$ cat config.mk
export PLATFORM = sky130hd
export DESIGN_NAME = calculator_input
export DESIGN_NICKNAME = d
export VERILOG_FILES = /design/src/rtl/calculator_input.sv
export SDC_FILE = /design/constraint.sdc
export NUM_CORES = 1
export LEC_CHECK = 0
export CAP_MARGIN = 20
export CORE_MARGIN = 4
export CORE_UTILIZATION = 53
export DETAILED_ROUTE_END_ITERATION = 16
export MAX_ROUTING_LAYER = met4
export PLACE_DENSITY = 0.82
export SLEW_MARGIN = 40
export SYNTH_ARGS = -nofsm -noshare
export SYNTH_HDL_FRONTEND = slang
export SYNTH_SLANG_ARGS = --single-unit
$ cat constraint.sdc
create_clock -name clk -period 4.25 [get_ports clk]
set_clock_uncertainty 0.1 [all_clocks]
set_input_delay 0.85 -clock clk [delete_from_list [all_inputs] [get_ports clk]]
set_output_delay 0.85 -clock clk [all_outputs]
set_load 0.02 [all_outputs]
$ cat src/rtl/calculator_input.sv
// calculator_input: synchronizes and debounces five pushbuttons and sixteen switches into
// single-pulse start/buttons/switch commands. Define CALC_DEBOUNCE_EN to include the debounce counters.
module calculator_input #(
    parameter int DB_CYCLES = 500000
) (
    input  logic               clk,
    input  logic               reset,
    input  logic [4:0]         buttons_raw,
    input  logic [15:0]        switch_raw,
    output logic               start,
    output logic [4:0]         buttons,
    output logic signed [15:0] switch,
    output logic               busy
);

    localparam logic [0:0] ST_IDLE = 1'b0;
    localparam logic [0:0] ST_HELD = 1'b1;

    if (DB_CYCLES < 1) begin : g_db_cycles_illegal
        $error("calculator_input: DB_CYCLES must be at least 1");
    end

    function automatic logic [4:0] lowest_set(input logic [4:0] v);
        lowest_set = v & (~v + 5'd1);
    endfunction

    logic [4:0]  bmeta_q, bmeta_d;
    logic [4:0]  bs_q, bs_d;
    logic [15:0] smeta_q, smeta_d;
    logic [15:0] ss_q, ss_d;
    logic [4:0]  db_s;
    logic [4:0]  db_prev_q, db_prev_d;
    logic [4:0]  rise_s;
    logic [0:0]  state_q, state_d;
    logic        start_q, start_d;
    logic [4:0]  buttons_q, buttons_d;
    logic [15:0] switch_q, switch_d;
    logic        busy_q, busy_d;

    // Two-stage synchronizers and the one-cycle delayed debounced value
    always_comb begin
        bmeta_d   = buttons_raw;
        bs_d      = bmeta_q;
        smeta_d   = switch_raw;
        ss_d      = smeta_q;
        db_prev_d = db_s;
    end

    // Synchronizer and delay registers
    always_ff @(posedge clk or posedge reset) begin
        if (reset) begin
            bmeta_q   <= 5'd0;
            bs_q      <= 5'd0;
            smeta_q   <= 16'd0;
            ss_q      <= 16'd0;
            db_prev_q <= 5'd0;
        end else begin
            bmeta_q   <= bmeta_d;
            bs_q      <= bs_d;
            smeta_q   <= smeta_d;
            ss_q      <= ss_d;
            db_prev_q <= db_prev_d;
        end
    end

`ifdef CALC_DEBOUNCE_EN
    localparam int              CW       = $clog2(DB_CYCLES + 1);
    localparam logic [CW-1:0]   CNT_LAST = CW'(DB_CYCLES - 1);
    localparam logic [CW-1:0]   CNT_ONE  = CW'(1'b1);
    localparam logic [CW-1:0]   CNT_ZERO = CW'(1'b0);

    logic [4:0][CW-1:0] cnt_q, cnt_d;
    logic [4:0]         db_q, db_d;

    // Per-button run-length counter: db flips only after DB_CYCLES disagreeing samples in a row
    always_comb begin
        cnt_d = cnt_q;
        db_d  = db_q;
        for (int i = 0; i < 5; i++) begin
            if (bs_q[i] == db_q[i]) begin
                cnt_d[i] = CNT_ZERO;
            end else if (cnt_q[i] == CNT_LAST) begin
                db_d[i]  = bs_q[i];
                cnt_d[i] = CNT_ZERO;
            end else begin
                cnt_d[i] = cnt_q[i] + CNT_ONE;
            end
        end
    end

    // Debounce state registers
    always_ff @(posedge clk or posedge reset) begin
        if (reset) begin
            cnt_q <= {5{CNT_ZERO}};
            db_q  <= 5'd0;
        end else begin
            cnt_q <= cnt_d;
            db_q  <= db_d;
        end
    end

    assign db_s = db_q;
`else
    assign db_s = bs_q;
`endif

    assign rise_s = db_s & ~db_prev_q;

    // Command FSM: one event per press, then wait for every button to be released
    always_comb begin
        state_d   = state_q;
        start_d   = 1'b0;
        buttons_d = buttons_q;
        switch_d  = switch_q;
        case (state_q)
            ST_IDLE: begin
                if (rise_s != 5'd0) begin
                    start_d   = 1'b1;
                    buttons_d = lowest_set(rise_s);
                    switch_d  = ss_q;
                    state_d   = ST_HELD;
                end else begin
                    state_d   = ST_IDLE;
                end
            end
            ST_HELD: begin
                if (db_s == 5'd0) begin
                    state_d = ST_IDLE;
                end else begin
                    state_d = ST_HELD;
                end
            end
            default: begin
                state_d = ST_IDLE;
            end
        endcase
        busy_d = (state_d == ST_HELD);
    end

    // FSM and output registers
    always_ff @(posedge clk or posedge reset) begin
        if (reset) begin
            state_q   <= ST_IDLE;
            start_q   <= 1'b0;
            buttons_q <= 5'd0;
            switch_q  <= 16'd0;
            busy_q    <= 1'b0;
        end else begin
            state_q   <= state_d;
            start_q   <= start_d;
            buttons_q <= buttons_d;
            switch_q  <= switch_d;
            busy_q    <= busy_d;
        end
    end

    assign start   = start_q;
    assign buttons = buttons_q;
    assign switch  = switch_q;
    assign busy    = busy_q;

endmodule

==> results.py <==
metrics = {
    "outcome": {
        "outcome": "finished, final reports clean",
    },
    "floorplanning": {
        "start_util_pct": 55.02,
        "coreArea_mm2": 0.004000,
        "die_w_um": 72.44,
        "dieArea_mm2": 0.005248,
        "ioPinCount": 46,
        "die_y_um": 72.44,
        "row_count": 23,
    },
    "worst_setup_path": {
        "crit_path_end_kind": "primary output",
        "critPathTopFamily": "buffers and inverters",
        "slowest_stage": "clkdlybuf4s50_1",
        "arrival_ns": 1.47,
        "crit_chain": "clkdlybuf4s50_1",
        "cp_max_fo": 8,
        "slowest_delay_ns": 0.66,
        "crit_type": "reg2out",
        "critPathRequiredTime_ns": 3.30,
        "cp-start-kind": "flop",
        "path_buf_inv": 1,
    },
    "synthesis": {
        "synth_top_area_share_pct": 79.59,
        "ys_types": 18,
        "syn_area_per_cell_um2": 18.97,
        "synth-seq-cells": 70,
        "synth_nets": 139,
        "ys_top_cells_by_area": "dfrtp_1, mux2_4, nor2b_4",
        "syn_area_mm2": 0.002201,
        "syn_inst": 116,
        "ys_seq_area_share_pct": 79.59,
        "yosysTopAreaCell": "dfrtp_1",
        "yosys_warnings": 0,
    },
    "global_route": {
        "overflow": 0,
        "grt_pass1_vias": 1127,
        "grt_max_degree": 52,
        "antenna_found_initial": 0,
        "grt_pass1_wl_um": 5416,
        "grt_usage_pct": 15.09,
    },
    "timing": {
        "finalHoldViolCount": 0,
        "fin_crit_ns": 2.418,
        "rsz0062_at_grt": "false",
        "slew_viol_final": 0,
        "setup_violations": 0,
        "finalCritPeriodShare_pct": 56.90,
        "max_slew_margin_pct": 61.68,
        "finalSetupTns_ns": 0,
        "tightest_slew_ns": 0.5748,
        "layout_setup_ws_ns": 1.832,
        "fmax_mhz": 413.5,
    },
    "clocking": {
        "post_cts_buffers": 0,
        "clock_sinks": 70,
        "clk_latency_ns": 0.32,
        "cts_tree": "built",
        "ctsResizeCount": 0,
        "htree_levels": 3,
        "clkTransAtPathRegs_ns": 0.06,
        "cts_made_buffers": 9,
        "ctsHoldBuffers": 0,
        "clk_path_buf_depth": 2,
        "cts-root-buf": "clkbuf_8",
    },
    "finish": {
        "multi_input_area_um2": 407.9,
        "mostFrequentLayoutCells": "dfrtp_1, clkdlybuf4s50_1, mux2_4, clkbuf_8",
        "finalNetCount": 195,
        "layout-drive-gt1-share_pct": 20.00,
        "n_antenna_cell": 0,
        "regArea_mm2": 0.001752,
        "fill_cells": 234,
        "final_common_cell": "dfrtp_1",
        "syn_to_final_growth_pct": 30.13,
    },
    "run": {
        "cap_violations": 0,
    },
    "routing": {
        "avgViaCountPerCell": 4.791,
        "drc_errors": 0,
        "wl_per_cell_um": 14.82,
        "antenna_left": 0,
        "dr.pass1.iters": 4,
        "drt_iter0_markers": 26,
        "via_count": 1078,
        "routed_wl_um": 3334,
    },
    "placed_design": {
        "dp_slack_ns": 2.133,
        "port_buffers": 45,
        "hpwl_um": 2331,
        "gp_congestion": 0.7626,
    },
    "hold_path": {
        "min_path_type": "reg2reg",
    },
    "pwr": {
        "leakagePower_nw": 1.282,
        "irDropWorstVdd_mv": 0.3170,
        "p_per_area_mw_per_mm2": 534.4,
    },
}
-- logic make-up (layout without fill, tap and decap cells) --
logic type	after synthesis	count (layout)	share of synthesized area [%]
flip-flops	70	70	79.59
multiplexers	16	16	10.92
AND/OR/NAND/NOR	15	15	5.003
AO/OA/AOI/OAI	8	8	2.615
buffers and inverters	7	66	1.876
-- through the flow --
stage                     hold WS, ns  power [mW]  util (%)  std cells  area (um^2)
after floorplan                0.2312      0.9612         -        116         2201
after global placement         0.2313       1.114     67.66        211         2706
after CTS                      0.2488       1.551     71.60        225         2864
after global routing           0.2534       1.601     71.60        225         2864
after detailed placement       0.2347       1.124     67.72        211         2709
final                          0.2474       1.531     71.60        225         2864
-- cell usage after synthesis --
library cell	n
a21oi_2	1
a31oi_1	1
a32o_1	1
buf_6	2
dfrtp_1	70
inv_1	5
mux2_4	16
nand2_1	3
nand2b_1	3
nor2_1	4
nor2b_4	2
nor3_1	1
nor4bb_4	1
o21ai_0	1
o21ai_1	2
o22a_1	1
o2bb2ai_1	1
or4_1	1
-- routing by layer --
layer | wire length (um) | up-vias | global-route usage, % | part of all wire, %
met3 | 236 | 8 | 5.817 | 7.1
met1 | 1460 | 535 | 18.96 | 44
li1 | - | 495 | - | -
met4 | 68 | 0 | 8.607 | 2.0
met5 | 0 | - | - | 0
met2 | 1569 | 40 | 21.03 | 47
-- worst register-to-register path, cell delays in order, from the launching register on --
cell	delay [ns]
dfrtp_1	0.39
nor2b_4	0.15
nor4bb_4	0.37
a21oi_2	0.09
buf_4	0.25
mux2_4	0.34
-- final cells by class --
cell class	count	share of cell area, %
sequential	70	61.16
timing repair buffer	47	16.25
multi-input combinational	39	14.24
clock buffer	12	5.068
tap	50	2.184
inverter	5	0.7427
clock inverter	2	0.3495
-- report_power, final --
part           switching (mW)  total [mW]  internal, mW  leakage [nW]
logic                   0.134       0.318         0.184         0.381
clock network           0.202       0.422         0.219        0.0821
registers              0.0445       0.791         0.747         0.819
total                   0.381        1.53          1.15          1.28
-- sequential cells by signal, indices dropped and copies added, names as in the netlist --
signal,count
smeta_q,16
ss_q,16
switch,16
bmeta_q,5
bs_q,5
buttons,5
db_prev_q,5
busy,1
start,1
-- final timing paths --
kind | from | end | slack (ns) | depth (start not counted)
min | bmeta_q[3] | bs_q[3] | 0.25 | 0
max reg2reg | bs_q[0] | switch[3] | 2.44 | 5
min in group asynchronous | reset | smeta_q[0] | 0.86 | 2
max | busy | busy | 1.83 | 1
max in group asynchronous | reset | ss_q[3] | 2.53 | 3
min reg2reg | bmeta_q[3] | bs_q[3] | 0.25 | 0
Power figures use the tool's default switching activity.
